===== config.mk =====
export PLATFORM = sky130hd
export DESIGN_NAME = lsu_port_flat
export DESIGN_NICKNAME = d
export VERILOG_FILES = /design/src/rtl/lsu_port_if.sv /design/src/rtl/lsu_port.sv /design/src/flat_wrapper.sv
export SDC_FILE = /design/constraint.sdc
export NUM_CORES = 1
export LEC_CHECK = 0
export ABC_AREA = 1
export CAP_MARGIN = 20
export CORE_MARGIN = 2
export CORE_UTILIZATION = 39
export DETAILED_ROUTE_END_ITERATION = 16
export PLACE_DENSITY = 0.84
export RECOVER_POWER = 25
export SYNTH_ARGS = -nofsm -noshare
export SYNTH_HDL_FRONTEND = slang
export SYNTH_SLANG_ARGS = --single-unit

===== constraint.sdc =====
create_clock -name I_clk -period 1.4 [get_ports I_clk]
set_input_delay 0.14 -clock I_clk [delete_from_list [all_inputs] [get_ports I_clk]]
set_output_delay 0.14 -clock I_clk [all_outputs]
set_load 0.1 [all_outputs]

===== src/rtl/lsu_port_if.sv =====
// lsu_port_if: the signal bundle between the core, the load/store port and
// the byte-banked data memory.
//
// Core request side:  I_valid, I_we, I_funct3, I_addr, I_wdata
// Core result side:   O_busy, O_done, O_err, O_rdata
// Memory side:        O_maddr, O_mdata, O_mmask, O_mwe (to memory)
//                     I_mdata, I_mstall (from memory)
// Debug:              dbg_state (current FSM state of the port)
//
// Handshake: the core raises I_valid with a stable request. The port samples
// it only while idle (O_busy = 0) and ignores it while busy. Completion is a
// single-cycle O_done, qualified by O_err. On the memory side an access is
// presented while the port is in its issue state. It is taken on the first
// clock edge with I_mstall = 0, and read data returns one cycle later.
//
// slave modport:  the lsu_port itself.
// master modport: the core/memory environment that drives it.
interface lsu_port_if;
  logic        I_valid;
  logic        I_we;
  logic [2:0]  I_funct3;
  logic [31:0] I_addr;
  logic [31:0] I_wdata;
  logic        O_busy;
  logic        O_done;
  logic        O_err;
  logic [31:0] O_rdata;
  logic [31:0] O_maddr;
  logic [31:0] O_mdata;
  logic [3:0]  O_mmask;
  logic        O_mwe;
  logic [31:0] I_mdata;
  logic        I_mstall;
  logic [1:0]  dbg_state;

  modport slave (
    input  I_valid, I_we, I_funct3, I_addr, I_wdata, I_mdata, I_mstall,
    output O_busy, O_done, O_err, O_rdata,
    output O_maddr, O_mdata, O_mmask, O_mwe, dbg_state
  );

  modport master (
    output I_valid, I_we, I_funct3, I_addr, I_wdata, I_mdata, I_mstall,
    input  O_busy, O_done, O_err, O_rdata,
    input  O_maddr, O_mdata, O_mmask, O_mwe, dbg_state
  );
endinterface


===== src/rtl/lsu_port.sv =====
// lsu_port: load/store initiator between the execute stage and the
// byte-banked data memory.
//
// Ports:
//   I_clk  - clock, rising edge
//   I_rst  - synchronous, active-high reset
//   bus    - lsu_port_if.slave: core request/result and memory port signals
//
// Flow per request: IDLE -> ISSUE (held while I_mstall) -> WAIT -> IDLE.
// An illegal funct3 goes IDLE -> ERR -> IDLE with no memory access.
// O_done/O_err are registered on the edge leaving WAIT/ERR, so the done
// cycle is already an IDLE cycle that can accept the next request.
//
// The memory returns read data in bank order {b3,b2,b1,b0}. The byte at the
// requested address sits in bank addr[1:0], so a right rotation by
// 8*addr[1:0] brings it to bit 0. Store data goes out unmodified, and the
// memory rotates it into its lanes.
module lsu_port (
  input logic      I_clk,
  input logic      I_rst,
  lsu_port_if.slave bus
);

  typedef enum logic [1:0] {
    S_IDLE  = 2'd0,
    S_ISSUE = 2'd1,
    S_WAIT  = 2'd2,
    S_ERR   = 2'd3
  } state_t;

  state_t      state;
  state_t      state_nxt;

  logic        we_q;
  logic [2:0]  funct3_q;
  logic [31:0] addr_q;
  logic [31:0] wdata_q;
  logic [31:0] rdata_q;
  logic        done_q;
  logic        err_q;

  logic        req_legal;
  logic [31:0] rot;
  logic [31:0] load_val;

  // Legal encodings: stores SB/SH/SW, loads LB/LH/LW/LBU/LHU.
  always_comb begin
    req_legal = 1'b0;
    if (bus.I_we) begin
      req_legal = (bus.I_funct3 == 3'd0) || (bus.I_funct3 == 3'd1) ||
                  (bus.I_funct3 == 3'd2);
    end else begin
      req_legal = (bus.I_funct3 == 3'd0) || (bus.I_funct3 == 3'd1) ||
                  (bus.I_funct3 == 3'd2) || (bus.I_funct3 == 3'd4) ||
                  (bus.I_funct3 == 3'd5);
    end
  end

  // State register
  always_ff @(posedge I_clk) begin
    if (I_rst) begin
      state <= S_IDLE;
    end else begin
      state <= state_nxt;
    end
  end

  // Next-state logic
  always_comb begin
    state_nxt = state;
    case (state)
      S_IDLE: begin
        if (bus.I_valid) begin
          state_nxt = req_legal ? S_ISSUE : S_ERR;
        end
      end
      S_ISSUE: begin
        if (!bus.I_mstall) begin
          state_nxt = S_WAIT;
        end
      end
      S_WAIT:  state_nxt = S_IDLE;
      S_ERR:   state_nxt = S_IDLE;
      default: state_nxt = S_IDLE;
    endcase
  end

  // Undo the bank ordering, then extend per funct3.
  always_comb begin
    rot = bus.I_mdata;
    case (addr_q[1:0])
      2'd0: rot = bus.I_mdata;
      2'd1: rot = {bus.I_mdata[7:0],  bus.I_mdata[31:8]};
      2'd2: rot = {bus.I_mdata[15:0], bus.I_mdata[31:16]};
      2'd3: rot = {bus.I_mdata[23:0], bus.I_mdata[31:24]};
      default: rot = bus.I_mdata;
    endcase
  end

  always_comb begin
    load_val = rot;
    case (funct3_q)
      3'd0: load_val = {{24{rot[7]}}, rot[7:0]};
      3'd1: load_val = {{16{rot[15]}}, rot[15:0]};
      3'd2: load_val = rot;
      3'd4: load_val = {24'd0, rot[7:0]};
      3'd5: load_val = {16'd0, rot[15:0]};
      default: load_val = rot;
    endcase
  end

  // Request latch, result capture and the registered completion flags.
  always_ff @(posedge I_clk) begin
    if (I_rst) begin
      we_q     <= 1'b0;
      funct3_q <= 3'd0;
      addr_q   <= 32'd0;
      wdata_q  <= 32'd0;
      rdata_q  <= 32'd0;
      done_q   <= 1'b0;
      err_q    <= 1'b0;
    end else begin
      done_q <= (state == S_WAIT) || (state == S_ERR);
      err_q  <= (state == S_ERR);
      if ((state == S_IDLE) && bus.I_valid) begin
        we_q     <= bus.I_we;
        funct3_q <= bus.I_funct3;
        addr_q   <= bus.I_addr;
        wdata_q  <= bus.I_wdata;
      end
      // Stores complete through WAIT as well but must not touch O_rdata.
      if ((state == S_WAIT) && !we_q) begin
        rdata_q <= load_val;
      end
    end
  end

  // Outputs. O_mwe/O_mmask are also gated by I_rst so that a reset that
  // lands in ISSUE cannot produce a write in the reset cycle.
  always_comb begin
    bus.O_busy    = (state != S_IDLE);
    bus.O_done    = done_q;
    bus.O_err     = err_q;
    bus.O_rdata   = rdata_q;
    bus.O_maddr   = addr_q;
    bus.O_mdata   = wdata_q;
    bus.dbg_state = state;
    bus.O_mwe     = (state == S_ISSUE) && we_q && !bus.I_mstall && !I_rst;
    bus.O_mmask   = 4'b0000;
    if ((state == S_ISSUE) && we_q && !I_rst) begin
      case (funct3_q[1:0])
        2'd0:    bus.O_mmask = 4'b0001;
        2'd1:    bus.O_mmask = 4'b0011;
        2'd2:    bus.O_mmask = 4'b1111;
        default: bus.O_mmask = 4'b0000;
      endcase
    end
  end

endmodule


===== src/flat_wrapper.sv =====
// flat-port wrapper written by rule: the top's interface ports become plain ports
module lsu_port_flat 
  (I_clk, I_rst, bus_I_valid, bus_I_we, bus_I_funct3, bus_I_addr, bus_I_wdata, bus_I_mdata, bus_I_mstall, bus_O_busy, bus_O_done, bus_O_err, bus_O_rdata, bus_O_maddr, bus_O_mdata, bus_O_mmask, bus_O_mwe, bus_dbg_state);
  lsu_port_if bus_i ();
  input logic I_clk;
  input logic I_rst;
  input wire logic [$bits(bus_i.I_valid)-1:0] bus_I_valid;
  input wire logic [$bits(bus_i.I_we)-1:0] bus_I_we;
  input wire logic [$bits(bus_i.I_funct3)-1:0] bus_I_funct3;
  input wire logic [$bits(bus_i.I_addr)-1:0] bus_I_addr;
  input wire logic [$bits(bus_i.I_wdata)-1:0] bus_I_wdata;
  input wire logic [$bits(bus_i.I_mdata)-1:0] bus_I_mdata;
  input wire logic [$bits(bus_i.I_mstall)-1:0] bus_I_mstall;
  output wire logic [$bits(bus_i.O_busy)-1:0] bus_O_busy;
  output wire logic [$bits(bus_i.O_done)-1:0] bus_O_done;
  output wire logic [$bits(bus_i.O_err)-1:0] bus_O_err;
  output wire logic [$bits(bus_i.O_rdata)-1:0] bus_O_rdata;
  output wire logic [$bits(bus_i.O_maddr)-1:0] bus_O_maddr;
  output wire logic [$bits(bus_i.O_mdata)-1:0] bus_O_mdata;
  output wire logic [$bits(bus_i.O_mmask)-1:0] bus_O_mmask;
  output wire logic [$bits(bus_i.O_mwe)-1:0] bus_O_mwe;
  output wire logic [$bits(bus_i.dbg_state)-1:0] bus_dbg_state;
  assign bus_i.I_valid = bus_I_valid;
  assign bus_i.I_we = bus_I_we;
  assign bus_i.I_funct3 = bus_I_funct3;
  assign bus_i.I_addr = bus_I_addr;
  assign bus_i.I_wdata = bus_I_wdata;
  assign bus_i.I_mdata = bus_I_mdata;
  assign bus_i.I_mstall = bus_I_mstall;
  assign bus_O_busy = bus_i.O_busy;
  assign bus_O_done = bus_i.O_done;
  assign bus_O_err = bus_i.O_err;
  assign bus_O_rdata = bus_i.O_rdata;
  assign bus_O_maddr = bus_i.O_maddr;
  assign bus_O_mdata = bus_i.O_mdata;
  assign bus_O_mmask = bus_i.O_mmask;
  assign bus_O_mwe = bus_i.O_mwe;
  assign bus_dbg_state = bus_i.dbg_state;
  lsu_port u_core (.I_clk(I_clk), .I_rst(I_rst), .bus(bus_i));
endmodule

==> impl_metrics.tcl <==
set metrics [dict create \
    rows 40 \
    grt_max_degree 63 \
    design.core.area_mm2 0.01211 \
    synth_top_family_by_area "simple AND/OR/NAND/NOR gates" \
    status "finished, violations left" \
    r2r_slack_ns -0.17 \
    grt_usage_pct 28.61 \
    synth.largest_area_cell "dfxtp_1" \
    die_y_um 115.8 \
    clock_sinks 104 \
    synth_compound_area_share_pct 18.01 \
    rsz0062_at_grt "true" \
    wl_per_cell_um 17.94 \
    combinationalPowerShare_pct 48.8 \
    io-pin-count 210 \
    final_nets 1066 \
    synth_fa_ha_area_share_pct 1.026 \
    arrival_ns 1.43 \
    post_dp_cell_area_mm2 0.008666 \
    critPathMaxFanout 4 \
    gp_congestion 0.9235 \
    syn_area_per_cell_um2 6.897 \
    ys_seq_area_share_pct 42.70 \
    drive_gt1_share_pct 30.63 \
    drcViolationCount 0 \
    cts_max_level 3 \
    first_pass_iters 5 \
    grt_first_pass_wirelength_um 29610 \
    synthXorXnorAreaFrac_pct 0 \
    antenna_found_initial 0 \
    hold_path_depth 3 \
    hold_viol 0 \
    synth-main-ff-cell "dfxtp_1" \
    final_area_mm2 0.009592 \
    worstRegToRegCells 9 \
    hp-class "input pin to flip-flop" \
    vias 5982 \
    seq_power_share_pct 30.4 \
    setup_violations 38 \
    grt_pass1_vias 5916 \
    skew_ns 0.009155 \
    switchingPower_mw 5.098 \
    p_int_mw 6.800 \
    place_hpwl_um 13640 \
    required_ns 1.26 \
    ys_types 28 \
    ir_worst_vdd_mv 1.004 \
    drt.antenna.violating_nets 0 \
    crit_path_end_kind "output port" \
    diodes 0 \
    max_slew_margin_pct 80.73 \
    synth-edff-count 0 \
    async_flop_share_pct 0 \
    worstSetupStartpointType "flip-flop" \
    die_w_um 115.8 \
    swShare_pct 42.85 \
    p_per_area_mw_per_mm2 1240 \
    start_util_pct 40.26 \
    ys_warn_count 0 \
    hold_buffers 0 \
    crit_type "flip-flop to output port" \
    syn-num-nets 815 \
    setup_slack_ns -0.1669 \
    wl_um 20290 \
    cpMaxStageDelayCell "dfxtp_2" \
    slew_violations 0 \
    port_buffers 209 \
    clk_path_buf_depth 2 \
    routed_via_density 5.289 \
    area.growth.synth_to_final_pct 96.72 \
    fmax_ghz 0.6382 \
    pwr-share-clk_pct 20.8 \
    netlist_instances 707 \
    finalCritPeriodShare_pct 111.9 \
    maxCapViolCount 0 \
    synth_area_leaders "dfxtp_1 43%, nor2_1 15%, o21ai_0 11%" \
    cts_buffers 9 \
    synthSimpleGateAreaFrac_pct 30.25 \
    yosysTopAreaCellShare_pct 42.70 \
    crit_chain "buf_4 > nand3_4 > nor2_4 > buf_12" \
    violations "negative setup slack" \
    drt-initial-drc-count 479 \
    clkTransAtPathRegs_ns 0.08 \
    synthMuxAreaShare_pct 0 \
    fin_crit_ns 1.567 \
    ys_ff_latch 104 \
    clk_latency_ns 0.36 \
    fp.dieArea_mm2 0.01341 \
    p_leak_nw 3.940 \
    cts_tree "done" \
    cts_root_buffer "clkbuf_16" \
    place_ws_ns -0.1274 \
    slowest_delay_ns 0.39 \
    overflow 0 \
    syn-cell-area_mm2 0.004876 \
    tightest_slew_ns 0.2878 \
]
## flip-flops by register name, indices dropped and copies added, names as in the netlist
name and cells:
u_core.bus.O_maddr 32, u_core.bus.O_mdata 32, u_core.bus.O_rdata 32, u_core.funct3_q 3
u_core.bus.dbg_state 2, u_core.bus.O_done 1, u_core.bus.O_err 1, u_core.we_q 1
## worst max-delay path, delay by kind of cell, from the launching register on
| family | cells | cell delay (ns) |
|---|---|---|
| flops | 1 | 0.39 |
| simple gates | 2 | 0.32 |
| buf+inv | 2 | 0.35 |
## cell usage in the layout, fill, tap and decap left out, types with 5 or more instances in the layout
cell / synthesis / layout
nor2_1: 191 / 179
buf_12: 0 / 122
clkdlybuf4s50_1: 0 / 103
nand2_1: 108 / 100
dfxtp_1: 104 / 96
o21ai_0: 109 / 86
buf_4: 3 / 45
inv_1: 35 / 27
nand3_1: 36 / 22
nand3_2: 7 / 18
o21a_1: 16 / 16
o21ai_1: 1 / 15
clkbuf_16: 0 / 14
nor2_4: 1 / 10
a21oi_1: 18 / 10
buf_6: 5 / 10
a21oi_2: 0 / 8
nand2_2: 2 / 7
o21ai_2: 0 / 7
inv_2: 3 / 6
nor2_2: 3 / 6
o211ai_1: 6 / 6
inv_4: 2 / 5
nand2_4: 2 / 5
## routing by layer
layer / track usage (%) / routed length [um]
met1: 30.08 / 6963
met3: 8.002 / 1981
met4: 14.92 / 1097
met5: 0 / 0
met2: 51.93 / 10250
## layout make-up
type                       instances  area, um2
timing repair buffer             286       4076
clock inverter                     4      27.53
tap                              168      210.2
fill                             748       2520
inverter                          40      171.4
multi-input combinational        517       2748
clock buffer                      12      256.5
sequential                       104       2102
## cells by family (layout without fill, tap and decap cells)
group,count (synthesis),count (layout)
buf+inv,86,342
fa+ha+maj,4,4
flops,104,104
simple gates,355,355
compound gates,158,158
## power by group through the flow
stage	sequential [mW]	clock [mW]	combinational [mW]
6_report	3.61	2.47	5.81
5_1_grt	3.65	2.62	6.04
4_1_cts	3.60	2.48	5.49
3_5_place_dp	3.68	0	5.28
3_3_place_gp	3.66	0	5.21
2_1_floorplan	5.53	0	1.19
## final timing paths
| kind | endpoint | start |
|---|---|---|
| hold / removal | u_core.bus.O_maddr[15] | bus_I_addr[15] |
| setup reg to reg | u_core.bus.O_rdata[16] | u_core.bus.dbg_state[0] |
| hold reg to reg | u_core.bus.O_maddr[11] | u_core.bus.O_maddr[11] |
| setup / recovery | bus_O_mmask[3] | u_core.we_q |
## synthesized netlist by cell type, types with 2 or more instances
master / count
nor2_1: 191
nand2_2: 2
o21ai_0: 109
ha_1: 4
dfxtp_1: 104
buf_6: 5
inv_1: 35
nand3_2: 7
inv_2: 3
o211ai_1: 6
a21oi_1: 18
nand3_1: 36
o21a_1: 16
buf_2: 11
inv_4: 2
nor3_1: 3
nand2_4: 2
nand2_1: 108
clkbuf_1: 26
buf_4: 3
a41oi_1: 7
nor2_2: 3
## through the flow
stage | utilization [%] | total power, mW | hold slack [ns] | setup TNS, ns | instances
final | 79.19 | 11.90 | 0.3931 | -3.429 | 1131
after floorplan | - | 6.722 | 0.1994 | -9.110 | 707
after CTS | 75.90 | 11.57 | 0.3933 | -0.7717 | 1116
after detailed placement | 71.55 | 8.961 | 0.5140 | -2.107 | 1087
after global routing | 79.19 | 12.31 | 0.4379 | -5.362 | 1131
after global placement | 71.55 | 8.868 | 0.4743 | -1.341 | 1087
## repair_timing
item,CTS,global route
endpoints found under the setup margin,22,47
buffers inserted,12,10
pin swaps,7,19
gates resized for setup,27,70
gates cloned,1,6
Power figures use the tool's default switching activity.
